--- config.mk ---
export PLATFORM = sky130hd
export DESIGN_NAME = if_fetch_stage
export DESIGN_NICKNAME = d
export VERILOG_FILES = /design/src/rtl/pipe_pkg.sv /design/src/rtl/if_skid_buf.sv /design/src/rtl/if_fetch_stage.sv
export SDC_FILE = /design/constraint.sdc
export NUM_CORES = 1
export LEC_CHECK = 0
export BUFFER_PORTS_ARGS = -buffer_cell sky130_fd_sc_hd__clkbuf_2
export CORE_ASPECT_RATIO = 1.1
export CORE_UTILIZATION = 55
export CTS_CLUSTER_DIAMETER = 150
export CTS_CLUSTER_SIZE = 14
export DETAILED_ROUTE_END_ITERATION = 10
export GPL_TIMING_DRIVEN = 0
export PLACE_DENSITY_LB_ADDON = 0.25
export SYNTH_ARGS = -nofsm -noshare
export SYNTH_HDL_FRONTEND = slang
export SYNTH_SLANG_ARGS = --single-unit
--- constraint.sdc ---
create_clock -name clk -period 3.2 [get_ports clk]
set_input_delay 0.96 -clock clk [delete_from_list [all_inputs] [get_ports clk]]
set_output_delay 0.96 -clock clk [all_outputs]
set_load 0.01 [all_outputs]
--- src/rtl/pipe_pkg.sv ---
// Shared pipeline definitions: machine width, PC step, fetch FSM states and
// the IF/ID register layout used by both fetch and decode.
package pipe_pkg;

  localparam int XLEN = 32;
  localparam logic [XLEN-1:0] PC_STEP  = 32'd4;
  localparam logic [XLEN-1:0] RESET_PC = 32'h0000_0000;

  typedef enum logic [0:0] {
    RUN = 1'b0,
    BUF = 1'b1
  } if_state_t;

  typedef struct packed {
    logic            valid;
    logic [XLEN-1:0] pc;
    logic [XLEN-1:0] instr;
  } if_id_t;

endpackage

--- src/rtl/if_skid_buf.sv ---
// Single-entry skid register: catches the memory response that arrives while
// decode is stalled, and releases it when the stall drops.
module if_skid_buf
  import pipe_pkg::*;
#(
  parameter int XLEN = pipe_pkg::XLEN
) (
  input  logic            clk,
  input  logic            rst,
  input  logic            load,
  input  logic            drain,
  input  logic            flush,
  input  logic [XLEN-1:0] load_pc,
  input  logic [XLEN-1:0] load_instr,
  output logic            buf_valid,
  output logic [XLEN-1:0] buf_pc,
  output logic [XLEN-1:0] buf_instr
);

  logic            valid_r;
  logic [XLEN-1:0] pc_r;
  logic [XLEN-1:0] instr_r;

  // Entry register; flush beats load so a redirect never leaves a stale word.
  always_ff @(posedge clk) begin
    if (rst) begin
      valid_r <= 1'b0;
      pc_r    <= {XLEN{1'b0}};
      instr_r <= {XLEN{1'b0}};
    end else if (flush) begin
      valid_r <= 1'b0;
    end else if (load) begin
      valid_r <= 1'b1;
      pc_r    <= load_pc;
      instr_r <= load_instr;
    end else if (drain) begin
      valid_r <= 1'b0;
    end
  end

  assign buf_valid = valid_r;
  assign buf_pc    = pc_r;
  assign buf_instr = instr_r;

endmodule

--- src/rtl/if_fetch_stage.sv ---
// Instruction fetch: owns the fetch PC, drives the 1-cycle instruction memory
// and fills the IF/ID register, absorbing stalls and redirects losslessly.
module if_fetch_stage
  import pipe_pkg::*;
#(
  parameter int              XLEN     = pipe_pkg::XLEN,
  parameter logic [XLEN-1:0] RESET_PC = pipe_pkg::RESET_PC
) (
  input  logic            clk,
  input  logic            rst,
  output logic            imem_req,
  output logic [XLEN-1:0] imem_addr,
  input  logic [XLEN-1:0] imem_rdata,
  input  logic            stall,
  input  logic            redirect,
  input  logic [XLEN-1:0] redirect_pc,
  output logic            id_valid,
  output logic [XLEN-1:0] id_pc,
  output logic [XLEN-1:0] id_instr
);

  if_state_t       state_r;
  if_state_t       state_nxt_s;
  logic [XLEN-1:0] fetch_pc_r;
  logic            inflight_r;
  logic [XLEN-1:0] inflight_pc_r;
  if_id_t          id_r;
  if_id_t          id_nxt_s;
  logic            req_s;
  logic            buf_load_s;
  logic            buf_drain_s;
  logic            buf_valid_s;
  logic [XLEN-1:0] buf_pc_s;
  logic [XLEN-1:0] buf_instr_s;

  // A request goes out whenever decode can accept next cycle; leaving BUF
  // qualifies too because the drained entry frees the only pending slot.
  assign req_s = ~rst & ~stall & ~redirect;

  // Next-state, skid control and IF/ID next value.
  always_comb begin
    state_nxt_s = state_r;
    buf_load_s  = 1'b0;
    buf_drain_s = 1'b0;
    id_nxt_s    = id_r;
    if (redirect) begin
      state_nxt_s    = RUN;
      id_nxt_s.valid = 1'b0;
    end else begin
      case (state_r)
        RUN: begin
          if (stall) begin
            if (inflight_r) begin
              buf_load_s  = 1'b1;
              state_nxt_s = BUF;
            end else begin
              state_nxt_s = RUN;
            end
          end else if (inflight_r) begin
            id_nxt_s = '{valid: 1'b1, pc: inflight_pc_r, instr: imem_rdata};
          end else begin
            id_nxt_s.valid = 1'b0;
          end
        end
        BUF: begin
          if (stall) begin
            state_nxt_s = BUF;
          end else begin
            id_nxt_s    = '{valid: buf_valid_s, pc: buf_pc_s, instr: buf_instr_s};
            buf_drain_s = 1'b1;
            state_nxt_s = RUN;
          end
        end
        default: begin
          state_nxt_s = RUN;
        end
      endcase
    end
  end

  // FSM state and IF/ID register.
  always_ff @(posedge clk) begin
    if (rst) begin
      state_r <= RUN;
      id_r    <= '{valid: 1'b0, pc: {XLEN{1'b0}}, instr: {XLEN{1'b0}}};
    end else begin
      state_r <= state_nxt_s;
      id_r    <= id_nxt_s;
    end
  end

  // Fetch PC and the one outstanding memory response.
  always_ff @(posedge clk) begin
    if (rst) begin
      fetch_pc_r    <= RESET_PC;
      inflight_r    <= 1'b0;
      inflight_pc_r <= {XLEN{1'b0}};
    end else begin
      inflight_r <= req_s;
      if (redirect) begin
        fetch_pc_r <= {redirect_pc[XLEN-1:2], 2'b00};
      end else if (req_s) begin
        fetch_pc_r    <= fetch_pc_r + PC_STEP;
        inflight_pc_r <= fetch_pc_r;
      end
    end
  end

  if_skid_buf #(.XLEN(XLEN)) u_skid (
    .clk        (clk),
    .rst        (rst),
    .load       (buf_load_s),
    .drain      (buf_drain_s),
    .flush      (redirect),
    .load_pc    (inflight_pc_r),
    .load_instr (imem_rdata),
    .buf_valid  (buf_valid_s),
    .buf_pc     (buf_pc_s),
    .buf_instr  (buf_instr_s)
  );

  assign imem_req  = req_s;
  assign imem_addr = rst ? RESET_PC : fetch_pc_r;
  assign id_valid  = id_r.valid;
  assign id_pc     = id_r.pc;
  assign id_instr  = id_r.instr;

endmodule

-- Word level (Yosys, flattened, before mapping)
Index checks and enable logic that the tools add are counted.
- register bits: 196
- bits of input ports: 68
- logic and storage cells: 46
- add/subtract/negate cells: 1
- bitwise operators: 6
- equality and inequality tests: 3
- reductions and logical operators: 7
- multiplexer cells: 18
- operator list (operator ; number):
    2-to-1 mux 65 bit ; 2
    one-hot mux 65 bit (2 select lines) ; 1
    2-to-1 mux 32 bit ; 3
    2-to-1 mux 64 bit ; 1
    adder 32 x 3 -> 32 bit (second input constant) ; 1
    2-to-1 mux 1 bit ; 10
    inequality test 2 bit (second input constant) ; 3
    AND reduction 2 bit ; 3
    inverter 1 bit ; 4
    AND reduction 4 bit ; 1
    nonzero test 2 bit ; 2
    AND 1 bit ; 2
    one-hot mux 1 bit (2 select lines) ; 1
    OR reduction 2 bit ; 1

-- Logic depth before layout (Yosys ltp)
Gate-level depths: netlist (run 1).
- depth after elaboration: 5
- depth in mapped cells: 7

-- Hierarchy
A second synthesis (run 1) with hierarchy kept.
- cells, all modules: 988
- area total of the unflattened synthesis: 9188.8 um2
- modules (own cells, without submodules) (module ; instances ; area an instance (um2) ; cells an instance ; sequential area each (um2)):
    if_fetch_stage ; 1 ; 5920.7 ; 692 ; 2542.4
    if_skid_buf ; 1 ; 3268.1 ; 296 ; 1301.2

-- Least setup slack after synthesis (run 1)
Ideal clock, no wire load.
- path kind: input to register
- start point: input stall
- end point: register id_r (netlist bit id_pc[17])
- library setup time: 0.137 ns
- required time: 3.063 ns
- buffers on the path: 4
- setup slack: 0.595 ns
- arrival: 2.467 ns
- stages: 7
- cell sequence: clkbuf_1 or2_2 clkbuf_1 nor2_1 clkbuf_1 buf_1 a211oi_1
- longest elaborated chain between the ends: 2
- RTL lines (element ; RTL line ; text):
    start, declared ; if_fetch_stage.sv:14 ; input logic stall,
    inequality test 2 bit (no line) ; n/a ;
    AND reduction 4 bit (no line) * ; n/a ;
    end signal, assigned ; if_fetch_stage.sv:85 ; id_r <= '{valid: 1'b0, pc: {XLEN{1'b0}}, instr: {XLEN{1'b0}}};
    end signal, assigned ; if_fetch_stage.sv:88 ; id_r <= id_nxt_s;
    end, declared ; if_fetch_stage.sv:27 ; if_id_t id_r;
Mark *: on every way between the ends. The rest lies on a longest branch, timed or not.
A chain may end at the register's enable or synchronous reset.

-- Final worst setup path (run 1)
- start point: input rst
- end point: output imem_addr[26]
- longest elaborated chain between the ends: 1
- RTL lines (element ; RTL line ; text):
    start, declared ; if_fetch_stage.sv:10 ; input logic rst,
    2-to-1 mux 32 bit ; if_fetch_stage.sv:123 ; assign imem_addr = rst ? RESET_PC : fetch_pc_r;
    end, declared ; if_fetch_stage.sv:12 ; output logic [XLEN-1:0] imem_addr,
Every way passes these cells.

==> results.txt, run 1 <==
# Max-Cap Violations: 0
Cell Chain, Critical Path: clkbuf_2 -> clkbuf_1 -> clkbuf_2 -> nor2_1 -> clkbuf_2
Fin util: 68.3%
Routed WL: 20.2 mm
GRT overflow: 0
Count of different cell masters after synthesis: 44
Fill count: 1221
Die area: 14900 µm²
Final hold slack: 0.452 ns
Routed vias/inst: 5.51
Layout cell share with drive strength beyond 1: 17.3%
Final period util: 94.0%
Worst Path Max Fanout: 10
Seq cells post-synth: 188
Buffers on Ports: 158
Rel. slew slack: 41.4%
PD cells: 507 nW/µm²
Max incr delay on CP: 0.36 ns
LEAKAGE: 3.33 nW
Synth Area in Simple Gates: 22.3%
Crit path capture type: output port
RSZ-0062 raised after global routing: no
WP data required: 2.24 ns
Top Ports: 166
Avg Cell Area, Syn: 8.33 µm²
Total GRT Usage: 27.8%
Total clock sinks: 188
Row count: 45
Die X: 117 µm
VDD IR max: 396 µV
First-pass GRT wire length: 32.6 mm
Deepest clock path buffer count: 2
Worst-Skew Late Latency: 0.43 ns
WS Path Type: input pin to output port
Synth area leaders: dfxtp_1, nand2_1, mux2i_1, a211oi_1, a21oi_1
Leading area contributor after synthesis: dfxtp_1
CTS tree: built
Mux cell area share after synthesis: 7.93%
Drt drc: 0
Cts-stage hold buffer count: 0
H-tree depth: 4
Root Buffer: clkbuf_16
Largest net degree at the start of global routing: 17
Drt wl/cell: 15.1 µm
HPWL reported at the end of detailed placement: 14.9 mm
Synth Flop Type: dfxtp_1
Core area: 14000 µm²
Gpl congestion: 0.899
Antenna Violating Nets Remaining: 0
# placed instances: 1303
Synth Instances: 954
Yosys warning total: 0
Antenna diodes: 0
Worst path slowest cell: clkbuf_1
Num CTS Buffers: 17
Crit path arrival time: 2.05 ns
Final Hold Fails: 0
Peak Freq: 332 MHz
Number of setup violations in the final report: 0
Synth top area share: 47.3%
Clk pin slew, worst setup/hold paths: 0.07 ns
Worst slew pin tran: 0.871 ns
Final TNS setup: 0 ns
Via count: 7350
TritonRoute pass-1 iters: 8
Area Growth Syn to Fin: 20.0%
Worst Clk Skew: 0.00651 ns
NumNets Final: 1203
Commonest cells in the synthesized netlist: nand2_1, dfxtp_1, a21oi_1
Starting density of the core: 56.9%
Synth Area in Adders: 0.157%
Post-CTS Setup Inserts: 0
Min-Delay Path Class: register to register
Max Slew Vio Count: 0
Vias in the first global route: 6679
Post-synth EDFFs: 0
Post-Syn Area: 7950 µm²
Final non-filler cell total: 1334
Most numerous cell in the Yosys netlist: nand2_1
XOR/XNOR share of the synthesized area: 1.10%
Initial antenna violation count: 0
Worst path most repeated cell: clkbuf_2
Chip Height: 128 µm
Main combinational cell family by area after synthesis: simple AND/OR/NAND/NOR gates
Startpoint types: input pin
1st-iter DRT viols: 446
Status: complete, no violations
Synth Area in Compound Gates: 16.7%
Ys async rst share: 0%
Tmin final: 3.01 ns
Post-synthesis sequential area ratio: 47.3%
repair_timing:
| action | CTS | global route |
|---|---|---|
| cloned | 0 | 0 |
| endpoints found under the setup margin | 6 | 16 |
| resized for setup | 2 | 5 |
cells in the final DEF (no fill, tap or decap), drive strengths merged, types with 5 or more instances in the layout:
cell and n:
inv 9, xor2 5, a311oi 13, nor4 8, mux2i 63, nor3 6, and4 8, or3 9
o21ai 10, nand2 198, a2111oi 5, buf 8, nand3 8, a21oi 97, xnor2 5, clkbuf 254
nand4 11, nor2 92, or4 6, nor2b 31, dfxtp 188, a211oi 75
routing by layer:
| layer | part of all wire, % | vias up | GRT usage (%) |
|---|---|---|---|
| met5 | 0 | - | 0 |
| met4 | 2.0 | 0 | 10.1 |
| met3 | 6.7 | 32 | 5.48 |
| met2 | 48 | 267 | 46.7 |
| met1 | 44 | 3380 | 35.3 |
| li1 | - | 3671 | - |
logic make-up after synthesis:
| group | Yosys count |
|---|---|
| and+or+nand+nor | 393 |
| adders and majority gates | 1 |
| xor gates and xnor gates | 10 |
| DFF | 188 |
| buffers and inverters | 89 |
| AOI/OAI and AO/OA | 209 |
| muxes | 63 |
| other | 1 |
power breakdown:
part | internal, mW | total [mW] | switching [mW]
registers | 2.40 | 2.47 | 0.0692
logic | 0.153 | 0.386 | 0.233
clock network | 1.13 | 1.98 | 0.851
flip-flops by register name, indices dropped and copies added (netlist names):
register	cells
fetch_pc_r	30
id_instr	32
u_skid.buf_valid	1
inflight_pc_r	30
state_r	1
id_valid	1
inflight_r	1
u_skid.buf_pc	30
id_pc	30
u_skid.buf_instr	32
worst max-delay path: cells and delay by family:
family	cells	cell delay (ns)
buffers and inverters	4	1.00
and+or+nand+nor	1	0.09
cell type report:
class                   count  area (µm²)  area share (%)
repair buffers            158         791            8.29
well taps                 188         235            2.47
clock inverters             6        62.6           0.656
plain buffers              79         319            3.34
multi-input cells         680        3850            40.3
clock buffers              25         485            5.09
inverters                  10        37.5           0.393
flip-flops and latches    188        3760            39.4
stage by stage:
stage | instance area, µm² | worst slack [ns] | power (mW)
final | 9540 | 0.192 | 4.84
after global routing | 9540 | 0.0954 | 5.01
after CTS | 9540 | 0.0230 | 4.86
after detailed placement | 8990 | -0.248 | 2.91
after global placement | 8990 | -0.242 | 2.90
after floorplan | 7960 | 0.595 | 2.74
final timing paths:
kind / depth (start not counted) / slack [ns] / to / from
worst max register to register: 6 / 0.72 / fetch_pc_r[21] / fetch_pc_r[10]
worst min register to register: 2 / 0.45 / u_skid.buf_instr[5] / u_skid.buf_instr[5]
worst min-delay path: 2 / 0.45 / u_skid.buf_instr[5] / u_skid.buf_instr[5]
worst max-delay path: 5 / 0.19 / imem_addr[26] / rst
(Power assumes the default switching activity.)
==> inputs of run 2 (changes only) <==
--- a/config.mk
+++ b/config.mk
@@ -12,7 +12,7 @@
 export CTS_CLUSTER_SIZE = 14
 export DETAILED_ROUTE_END_ITERATION = 10
 export GPL_TIMING_DRIVEN = 0
-export PLACE_DENSITY_LB_ADDON = 0.25
+export PLACE_DENSITY = 0.79
 export SYNTH_ARGS = -nofsm -noshare
 export SYNTH_HDL_FRONTEND = slang
 export SYNTH_SLANG_ARGS = --single-unit
==> run 2 against run 1 <==
Sequential cell count unchanged. Clock power increased by 8%. Via count decreased by 0.16%. Sequential power about the same. First-iteration DRC count increased by 2.9%. Non-clock buffer count unchanged. Cell count unchanged. Worst setup slack got worse by 0.011 ns. Clock skew decreased by 0.00091 ns. Critical path type unchanged. Highest routed layer unchanged.
==> results.txt, run 2 (synthesis results as in run 1) <==
Met1 WL: 8.80 mm
Drt wl/cell: 15.3 µm
Starting density of the core: 56.9%
Startpoint types: input pin
Rel. slew slack: 43.4%
Deepest clock path buffer count: 2
Fin util: 68.7%
Antenna diodes: 0
Status: complete, no violations
Tmin final: 3.02 ns
Fill count: 1208
Worst-Skew Late Latency: 0.44 ns
Number of setup violations in the final report: 0
H-tree depth: 4
Area Growth Syn to Fin: 20.7%
Layout cell share with drive strength beyond 1: 17.4%
Max Slew Vio Count: 0
Min-Delay Path Class: register to register
Post-CTS Setup Inserts: 0
Metal2 WL: 10.0 mm
WS Path Type: input pin to output port
Worst slew pin tran: 0.841 ns
LEAKAGE: 3.36 nW
Top Ports: 166
NumNets Final: 1203
1st-iter DRT viols: 459
HPWL reported at the end of detailed placement: 15.1 mm
Largest net degree at the start of global routing: 17
Worst Path Max Fanout: 10
Routed WL: 20.5 mm
Initial antenna violation count: 0
Via count: 7338
VDD IR max: 397 µV
Cts-stage hold buffer count: 0
Vias in the first global route: 6632
Most common cell after layout, fill and taps aside: nand2_1
Peak Freq: 331 MHz
Chip Height: 128 µm
Met3 WL: 1.42 mm
Crit path arrival time: 2.06 ns
Total GRT Usage: 27.7%
CTS tree: built
Core area: 14000 µm²
Crit path capture type: output port
Drt drc: 0
Final worst slack: 0.181 ns
Row count: 45
Uppermost routed layer: met4
Setup slack at placement: -0.349 ns
Gpl congestion: 0.890
Cells on worst reg2reg path: 6
Final hold slack: 0.453 ns
Buffers on Ports: 158
Final Hold Fails: 0
Routed vias/inst: 5.50
Root Buffer: clkbuf_16
First-pass GRT wire length: 32.2 mm
PD cells: 520 nW/µm²
Final period util: 94.3%
# Max-Cap Violations: 0
Total clock sinks: 188
Worst Clk Skew: 0.00560 ns
Die area: 14900 µm²
Hold path cells: 2
Antenna Violating Nets Remaining: 0
GRT overflow: 0
WP data required: 2.24 ns
Num CTS Buffers: 17
Clk pin slew, worst setup/hold paths: 0.06 ns
Die X: 117 µm
TritonRoute pass-1 iters: 5
RSZ-0062 raised after global routing: no
Most frequent cells in the layout: nand2_1, dfxtp_1, clkbuf_2, a21oi_1, nor2_1
==> run 2: cell types whose count changed in the layout (fill, tap and decap cells not counted) <==
cell,previous run,this run
bufinv_16,1,2
clkbuf_8,3,6
clkbuf_2,163,162
clkinvlp_4,3,2
clkbuf_1,71,70
clkinv_2,2,1
==> run 2: through the flow <==
step | setup TNS (ns) | cells | area [µm²] | total power, mW
3_3_place_gp | -14.80 | 1303 | 8990 | 2.90
5_1_grt | 0 | 1334 | 9590 | 5.15
6_report | 0 | 1334 | 9590 | 4.99
2_1_floorplan | 0 | 957 | 7960 | 2.74
4_1_cts | 0 | 1334 | 9590 | 5.00
3_5_place_dp | -17.56 | 1303 | 8990 | 2.91
==> run 2: path summary, 6_finish.rpt <==
kind / start / endpoint / slack, ns
worst max-delay path: rst / imem_addr[6] / 0.18
worst min-delay path: u_skid.buf_pc[27] / u_skid.buf_pc[27] / 0.45
worst max register to register: fetch_pc_r[10] / fetch_pc_r[21] / 0.73
worst min register to register: u_skid.buf_pc[27] / u_skid.buf_pc[27] / 0.45
==> run 2: cell type report <==
type | instances | area (µm²) | area share [%]
sequential | 188 | 3760 | 39.2
buffer | 79 | 318 | 3.31
tap | 188 | 235 | 2.45
clock inverter | 5 | 80.1 | 0.835
clock buffer | 26 | 519 | 5.41
timing repair buffer | 158 | 791 | 8.24
multi-input combinational | 680 | 3850 | 40.1
inverter | 10 | 37.5 | 0.391
==> run 2: metal layers <==
layer	vias up	global-route usage [%]
met3	18	5.72
met5	-	0
met4	0	9.90
li1	3677	-
met1	3390	34.8
met2	253	46.8
==> run 2: what timing repair did <==
action                                  CTS  global route
cloned                                    0             0
endpoints found under the setup margin   26            49
resized for setup                         3             1
==> run 2: where the power goes <==
| group | internal [mW] | switching, mW | leakage, nW |
|---|---|---|---|
| clock network | 1.27 | 0.858 | 0.289 |
| logic | 0.153 | 0.236 | 1.55 |
| registers | 2.40 | 0.0684 | 1.53 |
| total | 3.83 | 1.16 | 3.36 |
==> run 2: worst max-delay path: stages <==
cell and delay [ns]:
clkbuf_2 0.14, clkbuf_2 0.31, clkbuf_1 0.39, nor2b_1 0.11, clkbuf_2 0.15
==> inputs of run 3 (changes only) <==
==> constraint.sdc (replaced) <==
create_clock -name clk -period 3.2 [get_ports clk]
set_input_delay 0.64 -clock clk [delete_from_list [all_inputs] [get_ports clk]]
set_output_delay 0.64 -clock clk [all_outputs]
set_load 0.01 [all_outputs]
==> run 3 against run 2 <==
Global-route usage barely moved. Sequential cell count unchanged. Non-clock buffer count is the same. Critical path depth rose by 2. Worst setup slack gained 0.19 ns. Sequential power about the same. Sequential share of layout area barely moved. Die area is the same. Combinational power about the same. Final area is essentially flat. Wire length shrank 0.17%. Largest cell class unchanged. Highest routed layer unchanged.
==> results.txt, run 3 (synthesis results as in run 1) <==
TritonRoute pass-1 iters: 5
Gpl congestion: 0.890
Reg2Reg Setup Slack: 0.75 ns
Antenna Violating Nets Remaining: 0
Crit path launch: stall
GRT overflow: 0
Initial antenna violation count: 0
Area of the multi-input gates: 3840 µm²
Final hold slack: 0.431 ns
Die area: 14900 µm²
Clock power share: 42.7%
Area Growth Syn to Fin: 20.6%
Final worst slack: 0.370 ns
Buf/Inv on CP: 4
Cts repair resizes: 0
Worst slew pin tran: 0.823 ns
Switching Share: 23.3%
Routed vias/inst: 5.49
Max Slew Vio Count: 0
Cell Chain, Critical Path: clkbuf_1 -> or2_2 -> clkbuf_1 -> nor2_1 -> clkbuf_1 -> clkbuf_1 -> a211oi_1
VDD IR max: 393 µV
Crit path depth: 7
Routed WL: 20.4 mm
Most frequent cells in the layout: nand2_1, dfxtp_1, clkbuf_2, a21oi_1, nor2_1
Register area: 3760 µm²
Cts-stage hold buffer count: 0
Starting density of the core: 56.9%
Gate power share: 7.8%
LEAKAGE: 3.35 nW
NumNets Final: 1203
Reg-to-reg startpoint: fetch_pc_r[10]
Vias in the first global route: 6628
Num CTS Buffers: 17
Drt wl/cell: 15.3 µm
Clk pin slew, worst setup/hold paths: 0.06 ns
Largest net degree at the start of global routing: 17
RR Endpoint: fetch_pc_r[21]
RSZ-0062 raised after global routing: no
Fin util: 68.6%
Status: complete, no violations
Layout cell share with drive strength beyond 1: 17.0%
Worst path most repeated cell: clkbuf_1
HPWL reported at the end of detailed placement: 15.1 mm
WP data required: 3.49 ns
PD cells: 521 nW/µm²
CTS tree: built
Critical path's top delay family: buffers and inverters
Startpoint types: input pin
Root Buffer: clkbuf_16
Final period util: 88.4%
Peak Freq: 353 MHz
Fill count: 1209
Antenna diodes: 0
Die X: 117 µm
Total power draw: 4.99 mW
Via count: 7327
Deepest clock path buffer count: 2
1st-iter DRT viols: 467
Setup slack at placement: -0.0289 ns
Total clock sinks: 188
Top Ports: 166
Chip Height: 128 µm
Post-CTS Setup Inserts: 0
# Max-Cap Violations: 0
Crit path capture type: register
Max incr delay on CP: 0.64 ns
Sw Pwr: 1.16 mW
Total GRT Usage: 27.7%
WS Path Type: input pin to register
Sequential share of power: 49.6%
Worst Clk Skew: 0.00482 ns
Worst Path Max Fanout: 10
Drt drc: 0
Buffers on Ports: 158
Min-Delay Path Class: input pin to register
Pint: 3.83 mW
Worst path slowest cell: nor2_1
Most common cell after layout, fill and taps aside: nand2_1
Row count: 45
H-tree depth: 4
Cells on worst reg2reg path: 6
Critical Path End: id_pc[31]
Final TNS setup: 0 ns
Crit path arrival time: 3.12 ns
First-pass GRT wire length: 32.2 mm
Worst-Skew Late Latency: 0.43 ns
Rel. slew slack: 44.7%
Final Hold Fails: 0
Tmin final: 2.83 ns
Core area: 14000 µm²
Number of setup violations in the final report: 0
run 3: power groups by stage:
stage / clock network, mW / logic (mW) / registers (mW)
after floorplan: 0 / 0.227 / 2.51
after global placement: 0 / 0.378 / 2.52
after detailed placement: 0 / 0.384 / 2.52
after CTS: 2.14 / 0.388 / 2.47
after global routing: 2.24 / 0.430 / 2.48
final: 2.13 / 0.387 / 2.47
run 3: worst min-delay path by stage:
stage	startpoint	to	depth (start not counted)
2_1_floorplan	u_skid.buf_instr[0]	u_skid.buf_instr[0]	2
3_3_place_gp	id_valid	id_valid	2
3_5_place_dp	u_skid.buf_pc[29]	u_skid.buf_pc[29]	2
4_1_cts	redirect_pc[2]	fetch_pc_r[2]	3
5_1_grt	imem_rdata[4]	u_skid.buf_instr[4]	3
6_report	redirect_pc[2]	fetch_pc_r[2]	3
run 3: final cells by class:
class	instances	area share, %
plain buffers	79	3.28
clock buffers	26	5.42
clock inverters	5	0.835
inverters	10	0.392
multi-input cells	680	40.1
flip-flops and latches	188	39.3
well taps	188	2.45
repair buffers	158	8.25
run 3: worst register-to-register path: cells and delay by family, from the launching register on:
kind | cells | cell delay, ns
simple gates | 3 | 1.30
buf+inv | 2 | 0.48
flops | 1 | 0.31
compound gates | 1 | 0.27
run 3: per-stage QoR:
stage / cell area, µm² / std cells
after global routing: 9590 / 1334
final: 9590 / 1334
after global placement: 8990 / 1303
after CTS: 9590 / 1334
after floorplan: 7960 / 957
after detailed placement: 8990 / 1303
run 3: metal layers:
| layer | share of wire [%] | track usage [%] | vias up |
|---|---|---|---|
| met5 | 0 | 0 | - |
| met4 | 0.86 | 9.90 | 0 |
| met3 | 6.5 | 5.72 | 21 |
| met2 | 49 | 46.7 | 253 |
| met1 | 43 | 34.8 | 3385 |
| li1 | - | - | 3668 |
